**src/rtl/bu_pkg.sv**
```systemverilog
// Shared branch-unit definitions: funct3 codes, 2-bit counter encoding and
// the condition evaluator also used by the single-cycle core.
package bu_pkg;

  localparam logic [2:0] BEQ  = 3'b000;
  localparam logic [2:0] BNE  = 3'b001;
  localparam logic [2:0] BLT  = 3'b100;
  localparam logic [2:0] BGE  = 3'b101;
  localparam logic [2:0] BLTU = 3'b110;
  localparam logic [2:0] BGEU = 3'b111;

  typedef enum logic [1:0] {
    SNT = 2'b00,
    WNT = 2'b01,
    WT  = 2'b10,
    ST  = 2'b11
  } ctr_t;

  // flags = {v,c,n,z}; unsigned compares use c=1 as "no borrow" (a >= b)
  function automatic logic bu_cond(input logic [2:0] funct3, input logic [3:0] flags);
    logic v, c, n, z;
    {v, c, n, z} = flags;
    case (funct3)
      BEQ:     bu_cond = z;
      BNE:     bu_cond = ~z;
      BLT:     bu_cond = n ^ v;
      BGE:     bu_cond = ~(n ^ v);
      BLTU:    bu_cond = ~c;
      BGEU:    bu_cond = c;
      default: bu_cond = 1'b0;
    endcase
  endfunction

endpackage

```
**src/rtl/bu_predict_if.sv**
```systemverilog
// Fetch-prediction and execute-resolution bus between the pipeline and
// the branch predictor.
interface bu_predict_if #(
  parameter int XLEN   = 32,
  parameter int STAT_W = 16
);
  logic [XLEN-1:0]   fetch_pc;
  logic              pred_taken;
  logic              ex_valid;
  logic              ex_branch;
  logic [XLEN-1:0]   ex_pc;
  logic [2:0]        ex_funct3;
  logic [3:0]        ex_flags;
  logic              ex_pred;
  logic              res_valid;
  logic              res_taken;
  logic              res_mispred;
  logic [STAT_W-1:0] br_count;
  logic [STAT_W-1:0] miss_count;

  modport master (
    output fetch_pc, ex_valid, ex_branch, ex_pc, ex_funct3, ex_flags, ex_pred,
    input  pred_taken, res_valid, res_taken, res_mispred, br_count, miss_count
  );

  modport slave (
    input  fetch_pc, ex_valid, ex_branch, ex_pc, ex_funct3, ex_flags, ex_pred,
    output pred_taken, res_valid, res_taken, res_mispred, br_count, miss_count
  );
endinterface

```
**src/rtl/bu_predict_sat_ctr2.sv**
```systemverilog
// Next-state logic of a 2-bit saturating counter: inc moves towards ST,
// otherwise towards SNT, holding at either end.
module sat_ctr2
  import bu_pkg::*;
(
  input  ctr_t cur,
  input  logic inc,
  output ctr_t nxt
);

  always_comb begin
    nxt = cur;
    if (inc) begin
      if (cur != ST) nxt = ctr_t'(cur + 2'd1);
    end else begin
      if (cur != SNT) nxt = ctr_t'(cur - 2'd1);
    end
  end

endmodule

```
**src/rtl/bu_predict.sv**
```systemverilog
// Branch unit with a PC-indexed table of 2-bit counters: combinational
// prediction for fetch, registered resolve/mispredict and statistics for execute.
module bu_predict
  import bu_pkg::*;
#(
  parameter int XLEN   = 32,
  parameter int IDX_W  = 6,
  parameter int STAT_W = 16
) (
  input logic          clk,
  input logic          rst,
  bu_predict_if.slave  bus
);

  localparam int unsigned DEPTH = 1 << IDX_W;

  ctr_t             bht [DEPTH];
  logic [IDX_W-1:0] fetch_idx;
  logic [IDX_W-1:0] ex_idx;
  logic             cond;
  logic             resolve;
  logic             mispred;
  ctr_t             upd;
  logic             unused_pc_bits;

  assign fetch_idx = bus.fetch_pc[IDX_W+1:2];
  assign ex_idx    = bus.ex_pc[IDX_W+1:2];
  assign unused_pc_bits = ^{bus.fetch_pc[XLEN-1:IDX_W+2], bus.fetch_pc[1:0],
                            bus.ex_pc[XLEN-1:IDX_W+2], bus.ex_pc[1:0]};

  assign cond    = bu_cond(bus.ex_funct3, bus.ex_flags);
  assign resolve = bus.ex_valid & bus.ex_branch;
  assign mispred = resolve & (cond ^ bus.ex_pred);

  // Read returns the pre-edge counter even when the same entry updates this cycle
  assign bus.pred_taken = bht[fetch_idx][1];

  sat_ctr2 u_sat_ctr2 (
    .cur (bht[ex_idx]),
    .inc (cond),
    .nxt (upd)
  );

  always_ff @(posedge clk) begin
    if (rst) begin
      for (int unsigned i = 0; i < DEPTH; i++) bht[i] <= WNT;
      bus.res_valid   <= 1'b0;
      bus.res_taken   <= 1'b0;
      bus.res_mispred <= 1'b0;
      bus.br_count    <= '0;
      bus.miss_count  <= '0;
    end else begin
      if (resolve) bht[ex_idx] <= upd;
      bus.res_valid   <= resolve;
      bus.res_taken   <= resolve & cond;
      bus.res_mispred <= mispred;
      if (resolve && (bus.br_count != '1))   bus.br_count   <= bus.br_count + 1'b1;
      if (mispred && (bus.miss_count != '1)) bus.miss_count <= bus.miss_count + 1'b1;
    end
  end

endmodule
```
**src/flat_wrapper.sv**
```systemverilog
// flat-port wrapper written by rule: the top's interface ports become plain ports
module bu_predict_flat import bu_pkg::*;
#(
  parameter int XLEN   = 32,
  parameter int IDX_W  = 6,
  parameter int STAT_W = 16
)
  (clk, rst, bus_fetch_pc, bus_ex_valid, bus_ex_branch, bus_ex_pc, bus_ex_funct3, bus_ex_flags, bus_ex_pred, bus_pred_taken, bus_res_valid, bus_res_taken, bus_res_mispred, bus_br_count, bus_miss_count);
  bu_predict_if #(.XLEN(XLEN), .STAT_W(STAT_W)) bus_i ();
  input logic clk;
  input logic rst;
  input wire logic [$bits(bus_i.fetch_pc)-1:0] bus_fetch_pc;
  input wire logic [$bits(bus_i.ex_valid)-1:0] bus_ex_valid;
  input wire logic [$bits(bus_i.ex_branch)-1:0] bus_ex_branch;
  input wire logic [$bits(bus_i.ex_pc)-1:0] bus_ex_pc;
  input wire logic [$bits(bus_i.ex_funct3)-1:0] bus_ex_funct3;
  input wire logic [$bits(bus_i.ex_flags)-1:0] bus_ex_flags;
  input wire logic [$bits(bus_i.ex_pred)-1:0] bus_ex_pred;
  output wire logic [$bits(bus_i.pred_taken)-1:0] bus_pred_taken;
  output wire logic [$bits(bus_i.res_valid)-1:0] bus_res_valid;
  output wire logic [$bits(bus_i.res_taken)-1:0] bus_res_taken;
  output wire logic [$bits(bus_i.res_mispred)-1:0] bus_res_mispred;
  output wire logic [$bits(bus_i.br_count)-1:0] bus_br_count;
  output wire logic [$bits(bus_i.miss_count)-1:0] bus_miss_count;
  assign bus_i.fetch_pc = bus_fetch_pc;
  assign bus_i.ex_valid = bus_ex_valid;
  assign bus_i.ex_branch = bus_ex_branch;
  assign bus_i.ex_pc = bus_ex_pc;
  assign bus_i.ex_funct3 = bus_ex_funct3;
  assign bus_i.ex_flags = bus_ex_flags;
  assign bus_i.ex_pred = bus_ex_pred;
  assign bus_pred_taken = bus_i.pred_taken;
  assign bus_res_valid = bus_i.res_valid;
  assign bus_res_taken = bus_i.res_taken;
  assign bus_res_mispred = bus_i.res_mispred;
  assign bus_br_count = bus_i.br_count;
  assign bus_miss_count = bus_i.miss_count;
  bu_predict #(.XLEN(XLEN), .IDX_W(IDX_W), .STAT_W(STAT_W)) u_core (.clk(clk), .rst(rst), .bus(bus_i));
endmodule
```
**config.mk**
```make
export PLATFORM = sky130hd
export DESIGN_NAME = bu_predict_flat
export DESIGN_NICKNAME = d
export VERILOG_FILES = /design/src/rtl/bu_pkg.sv /design/src/rtl/bu_predict_if.sv /design/src/rtl/bu_predict_sat_ctr2.sv /design/src/rtl/bu_predict.sv /design/src/flat_wrapper.sv
export SDC_FILE = /design/constraint.sdc
export NUM_CORES = 1
export LEC_CHECK = 0
export CAP_MARGIN = 20
export CORE_AREA = 2 2 110 218
export CTS_CLUSTER_SIZE = 20
export DETAILED_ROUTE_END_ITERATION = 10
export DIE_AREA = 0 0 112 220
export PLACE_DENSITY_LB_ADDON = 0.25
export SLEW_MARGIN = 20
export SYNTH_ARGS = -nofsm -noshare
export SYNTH_HDL_FRONTEND = slang
export SYNTH_SLANG_ARGS = --single-unit
```
**constraint.sdc**
```tcl
create_clock -name clk -period 4.1 [get_ports clk]
set_input_delay 0.82 -clock clk [delete_from_list [all_inputs] [get_ports clk]]
set_output_delay 0.82 -clock clk [all_outputs]
set_load 0.05 [all_outputs]
```
==> impl_metrics.csv, run 1 <==
group,metric,value,unit
global_routing,grt_usage,22.1,%
sta,tightest_slew,1.00,ns
sta,max_freq,250,MHz
placement,portBuffers,59,
synth,syn-cell-area,9000,um^2
critical_path,cp_data_required_time,3.28,ns
global_routing,grt_pass1_wl,40300,um
critical_path,path_depth,8,
finish,seq_area,4540,um^2
synth,ys_ff_latch,163,
finish,nFillCells,2205,
floorplanning,die_y,220,um
critical_path,crit_type,"in -> out",
critical_path,worstPathCellList,"clkdlybuf4s50_1, buf_12, buf_4, mux4_2, mux4_2, mux2i_1, a21oi_1, buf_4",
sta,setup_tns,0,ns
synth,avgSynthCellArea,11.0,um^2
sta,final_hold_viol_count,0,
synth,ys_types,61,
route,first_pass_iters,5,
clocking,clock_sinks,163,
clocking,cts_buffer_depth,2,
finish,nets,969,
sta,drv_slew,0,
synth,syn-num-nets,894,
finish,syn_to_final_growth,20.4,%
critical_path,crit_end,"bus_pred_taken",
clocking,insertion_delay,0.44,ns
route,vias_per_cell,5.73,
floorplanning,die-area,24600,um^2
critical_path,critical_path_arrival,3.17,ns
placement,dp.final_hpwl,19200,um
placement,pre_cts_ws,0.0611,ns
floorplanning,io_pins,112,
global_routing,grt_max_degree,97,
clocking,clockRootBuffer,"clkbuf_16",
global_routing,antenna_found_initial,0,
worst_hold_path,holdPathStages,2,
synth,synthFlopType,"edfxtp_1",
synth,synth-edff-count,128,
sta,period_share,97.4,%
critical_path,critPathTopFamily,"multiplexers",
finish,multi_input_area,4090,um^2
critical_path,critPathSlowestCell,"mux4_2",
status,outcome,"finished, final reports clean",
sta,finalSetupViolCount,0,
synth,synthArstFlopShare,0,%
clocking,holdBufCountCts,0,
route,drcViolationCount,0,
power,p_per_area,369,nW/um^2
sta,rsz0062_at_grt,"no",
critical_path,timing.rr.end,"u_core.bht[23][0]$_SDFFCE_PN1P_",
route,vias,6799,
critical_path,critPathMaxFanout,11,
finish,drive_gt1_share,22.2,%
power,p_leak,3.65,nW
route,drt-total-wl,26100,um
route,antenna_left,0,
critical_path,ff2ff_path_depth,8,
synth,ys_seq_area_share,50.5,%
power,irDropWorstVdd,0.264,mV
clocking,h-tree-depth,4,
critical_path,max_stage_delay,0.56,ns
critical_path,setup.worst_path.start,"bus_fetch_pc[2]",
floorplanning,core_area,23100,um^2
run,maxCapViolCount,0,
global_routing,grt_pass1_vias,6929,
route,drtIter0Drc,426,
critical_path,r2r_slack,1.11,ns
global_routing,grt_overflow_total,0,
floorplanning,rows,79,
sta,min_period,3.99,ns
sta,finalWorstSetupSlack,0.106,ns
clocking,clk_pin_slew,0.06,ns
critical_path,rr_startpoint,"u_core.bht[31][1]$_SDFFCE_PN0P_",
critical_path,start_kind,"input pin",
worst_hold_path,holdCritPathClass,"reg -> reg",
sta,skew,0.0109,ns
synth,synthCells,816,
floorplanning,start_util,38.9,%
critical_path,critPathBufInv,4,
sta,slew_headroom,32.8,%
floorplanning,die_w,112,um
clocking,cts_tree,"yes",
clocking,numCtsBuffers,17,
route,wl_per_cell,22.0,um
placement,gp_congestion,0.897,
synth,yosys_warnings,0,
finish,diodes,0,
critical_path,cp-end-kind,"output pin",
cells in the mapped netlist, types with 6 or more instances:
cell type	instances	area [um^2]
a211oi_1	6	45.0
a21o_1	17	128
a21oi_1	9	45.0
and2_1	6	37.5
and3_1	14	87.6
buf_2	21	105
buf_6	7	78.8
clkbuf_1	39	146
dfxtp_1	35	701
edfxtp_1	128	3840
mux2i_1	13	130
mux4_2	35	788
nand2_1	75	282
nand2b_1	35	219
nand3_1	43	215
nand3_2	26	260
nand3b_1	16	120
nand4_1	11	68.8
nor2_1	92	345
nor2b_1	6	37.5
nor3_1	41	205
nor3b_1	9	67.6
or2_2	17	106
or3b_2	7	61.3
xnor2_1	7	61.3
xor2_1	27	236
layout by cell type, fill, tap and decap left out, types with 14 or more instances in the layout:
| cell | n |
|---|---|
| a21o_1 | 17 |
| and3_1 | 14 |
| buf_4 | 63 |
| clkbuf_16 | 19 |
| clkdlybuf4s50_1 | 54 |
| dfxtp_1 | 35 |
| edfxtp_1 | 128 |
| mux4_2 | 35 |
| nand2_1 | 75 |
| nand2b_1 | 35 |
| nand3_1 | 43 |
| nand3_2 | 26 |
| nand3b_1 | 16 |
| nor2_1 | 92 |
| nor3_1 | 38 |
| or2_2 | 17 |
| xor2_1 | 27 |
metal layers:
| metal | part of all wire, % | GRT usage, % | up-vias |
|---|---|---|---|
| met2 | 56 | 42.1 | 221 |
| met5 | 0 | 0 | - |
| met4 | 5.0 | 12.6 | 0 |
| li1 | - | - | 3148 |
| met1 | 34 | 21.8 | 3369 |
| met3 | 4.3 | 4.40 | 61 |
kinds of logic (layout without fill, tap and decap cells):
family	count (synthesis)	count (layout)	synth area share [%]
buffers and inverters	80	168	4.38
adders and majority gates	4	4	0.514
and+or+nand+nor	413	413	24.9
DFF	163	163	50.5
muxes	50	50	10.5
xor gates and xnor gates	34	34	3.31
AOI/OAI and AO/OA	72	72	5.98
stage by stage:
step	std cells	hold slack, ns	power [mW]	cell area [um^2]	utilization, %
global route	1187	0.537	4.12	10800	46.9
floorplan	816	0.697	2.22	9000	-
detailed placement	1150	0.501	2.43	10200	44.1
global placement	1150	0.483	2.43	10200	44.1
CTS	1182	0.504	4.03	10800	46.6
finish	1187	0.503	4.00	10800	46.9
power by group:
part           leakage, nW  switching (mW)  internal, mW  total [mW]
Combinational         1.92           0.341         0.225       0.566
Clock                0.298           0.644         0.956        1.60
Sequential            1.43          0.0195          1.81        1.83
Total                 3.65            1.00          2.99        4.00
state kept, by name, indices dropped and copies added (netlist names):
signal	flops
u_core.bht	128
u_core.bus.br_count	16
u_core.bus.miss_count	16
u_core.bus.res_mispred	1
u_core.bus.res_taken	1
u_core.bus.res_valid	1
how the worst min path moves through the flow:
stage / start / to / slack [ns]
floorplan: u_core.bus.miss_count[1]$_SDFFE_PP0P_ / u_core.bus.miss_count[1]$_SDFFE_PP0P_ / 0.70
global placement: u_core.bus.miss_count[1]$_SDFFE_PP0P_ / u_core.bus.miss_count[1]$_SDFFE_PP0P_ / 0.48
global route: u_core.bus.miss_count[1]$_SDFFE_PP0P_ / u_core.bus.miss_count[1]$_SDFFE_PP0P_ / 0.54
finish: u_core.bus.miss_count[1]$_SDFFE_PP0P_ / u_core.bus.miss_count[1]$_SDFFE_PP0P_ / 0.50
CTS: u_core.bus.miss_count[1]$_SDFFE_PP0P_ / u_core.bus.miss_count[1]$_SDFFE_PP0P_ / 0.50
detailed placement: u_core.bus.miss_count[1]$_SDFFE_PP0P_ / u_core.bus.miss_count[1]$_SDFFE_PP0P_ / 0.50
final cells by class:
cell class,count,area share [%]
Clock buffer,25,4.87
Multi-Input combinational cell,573,37.7
Clock inverter,7,0.635
Inverter,5,0.173
Timing Repair Buffer,131,11.4
Tap cell,283,3.27
Sequential cell,163,41.9
timing repair:
action,in CTS,in global routing
endpoints found under the hold margin,0,0
resized for setup,0,0
setup buffers,0,5
setup endpoints to repair,0,1
worst reg2reg max path, cell delays in order, from the launching register on:
cell,delay [ns]
edfxtp_1,0.40
mux4_2,0.48
mux2i_1,0.39
o22a_1,0.21
o2111ai_1,0.14
nor4_2,0.34
maj3_2,0.38
buf_12,0.27
nand3_1,0.12
No activity file was read; power rests on OpenSTA's default activity.
==> run 2: changes to the inputs <==
--- a/config.mk
+++ b/config.mk
@@ -11,6 +11,7 @@
 export DETAILED_ROUTE_END_ITERATION = 10
 export DIE_AREA = 0 0 112 220
 export PLACE_DENSITY_LB_ADDON = 0.25
+export REMOVE_ABC_BUFFERS = 1
 export SLEW_MARGIN = 20
 export SYNTH_ARGS = -nofsm -noshare
 export SYNTH_HDL_FRONTEND = slang
==> run 2 against run 1 <==
Worst setup slack improved by 0.051 ns. Hold slack worse by 0.0052 ns. First-iteration DRC count shrank 19%. Largest cell class unchanged. Routed wire length fell by 0.52%. Count of clock-buffer cells in the layout decreased by 6. Sequential share of layout area grew 0.71 points. Register-to-register slack better by 0.10 ns. Maximum frequency increased by 1.3%. Total power is essentially flat. Global-route usage down 0.25 points. Critical path type unchanged. Combinational power shrank 4%. Clock skew about the same.
==> impl_metrics.csv, run 2 (synthesis gave the netlist of run 1 again) <==
group,metric,value,unit
status,outcome,"finished, final reports clean",
global_routing,antenna_found_initial,0,
finish,final_common_cell,"edfxtp_1",
finish,drive_gt1_share,20.6,%
clocking,clockRootBuffer,"clkbuf_16",
sta,finalSetupViolCount,0,
clocking,cts_resized,0,
clocking,clock_sinks,163,
global_routing,grt_pass1_vias,6948,
critical_path,cp-end-kind,"output pin",
finish,final_cells,1167,
finish,top_regs,"u_core.bht: 128 flops, u_core.bus.br_count: 16 flops, u_core.bus.miss_count: 16 flops",
floorplanning,rows,79,
placement,gp_congestion,0.881,
critical_path,cp_data_required_time,3.28,ns
placement,dp.final_hpwl,18700,um
clocking,holdBufCountCts,0,
finish,syn_to_final_growth,18.4,%
critical_path,critical_path_arrival,3.12,ns
floorplanning,start_util,38.9,%
sta,setup_tns,0,ns
floorplanning,io_pins,112,
route,wl_per_cell,22.3,um
placement,post-place-cells,1135,
clocking,insertion_delay,0.44,ns
global_routing,grt_overflow_total,0,
critical_path,critPathMaxFanout,16,
sta,skew,0.0111,ns
clocking,cts_buffer_depth,2,
sta,max_freq,254,MHz
global_routing,grt_usage,21.8,%
sta,final_hold_viol_count,0,
sta,slew_headroom,33.5,%
floorplanning,die-area,24600,um^2
power,p_per_area,375,nW/um^2
route,antenna_left,0,
worst_hold_path,holdCritPathClass,"reg -> reg",
clocking,clk_pin_slew,0.06,ns
power,irDropWorstVdd,0.304,mV
global_routing,grt_pass1_wl,39900,um
sta,min_period,3.94,ns
finish,nets,949,
clocking,cts_tree,"yes",
finish,diodes,0,
finish,nFillCells,2216,
clocking,cts_setup_buffers,0,
route,first_pass_iters,5,
floorplanning,die_y,220,um
floorplanning,core_area,23100,um^2
sta,tightest_slew,0.990,ns
run,maxCapViolCount,0,
critical_path,start_kind,"input pin",
sta,rsz0062_at_grt,"no",
placement,portBuffers,59,
critical_path,crit_type,"in -> out",
route,drtIter0Drc,344,
power,p_leak,3.53,nW
route,vias,6721,
route,drt-total-wl,26000,um
floorplanning,die_w,112,um
global_routing,grt_max_degree,61,
route,drcViolationCount,0,
sta,drv_slew,0,
finish,largest-register,"u_core.bht",
finish,largest_reg_flops,128,
clocking,numCtsBuffers,17,
finish,final_cell_mix,"128 x edfxtp_1, 92 x nor2_1, 75 x nand2_1",
sta,period_share,96.2,%
clocking,h-tree-depth,4,
route,vias_per_cell,5.76,
[run 2: area by class of cell]
cell class | instances | area (um^2) | area share (%)
clock buffers | 19 | 433 | 4.06
well taps | 283 | 354 | 3.32
clock inverters | 13 | 158 | 1.48
multi-input cells | 573 | 4090 | 38.4
inverters | 5 | 18.8 | 0.176
flip-flops and latches | 163 | 4540 | 42.6
repair buffers | 111 | 1060 | 9.93
[run 2: stage by stage]
stage               area [um^2]  hold slack (ns)  setup slack [ns]  total power, mW  util, %
floorplan                  8630            0.691             0.305             2.13        -
global placement          10100            0.489            0.0932             2.41     43.5
detailed placement        10100            0.493             0.105             2.41     43.5
CTS                       10700            0.505            0.0997             4.03     46.1
global route              10700            0.540            0.0396             4.14     46.1
finish                    10700            0.498             0.157             4.00     46.1
[run 2: power by group]
part	leakage, nW	switching (mW)	internal (mW)
registers	1.43	0.0218	1.81
clock network	0.287	0.663	0.956
logic	1.81	0.335	0.211
[run 2: worst paths after layout]
path	start	end	slack (ns)	depth (start not counted)
worst max-delay path	bus_fetch_pc[2]	bus_pred_taken	0.16	8
worst min-delay path	u_core.bus.miss_count[1]$_SDFFE_PP0P_	u_core.bus.miss_count[1]$_SDFFE_PP0P_	0.50	2
worst max register to register	u_core.bht[28][1]$_SDFFCE_PN0P_	u_core.bht[53][0]$_SDFFCE_PN1P_	1.21	8
worst min register to register	u_core.bus.miss_count[1]$_SDFFE_PP0P_	u_core.bus.miss_count[1]$_SDFFE_PP0P_	0.50	2
[run 2: layer usage]
| metal | wire length [um] | vias up | GRT usage [%] |
|---|---|---|---|
| met2 | 13900 | 228 | 39.4 |
| met5 | 0 | - | 0 |
| met4 | 1730 | 0 | 15.0 |
| met3 | 1230 | 75 | 3.69 |
| li1 | - | 3093 | - |
| met1 | 9170 | 3325 | 22.9 |
[run 2: critical path: stages]
cell and delay (ns):
clkdlybuf4s50_1 0.51, buf_12 0.20, mux4_2 0.53, mux4_2 0.46, nor2b_1 0.14, a211oi_1 0.21, a21oi_1 0.06, buf_4 0.19
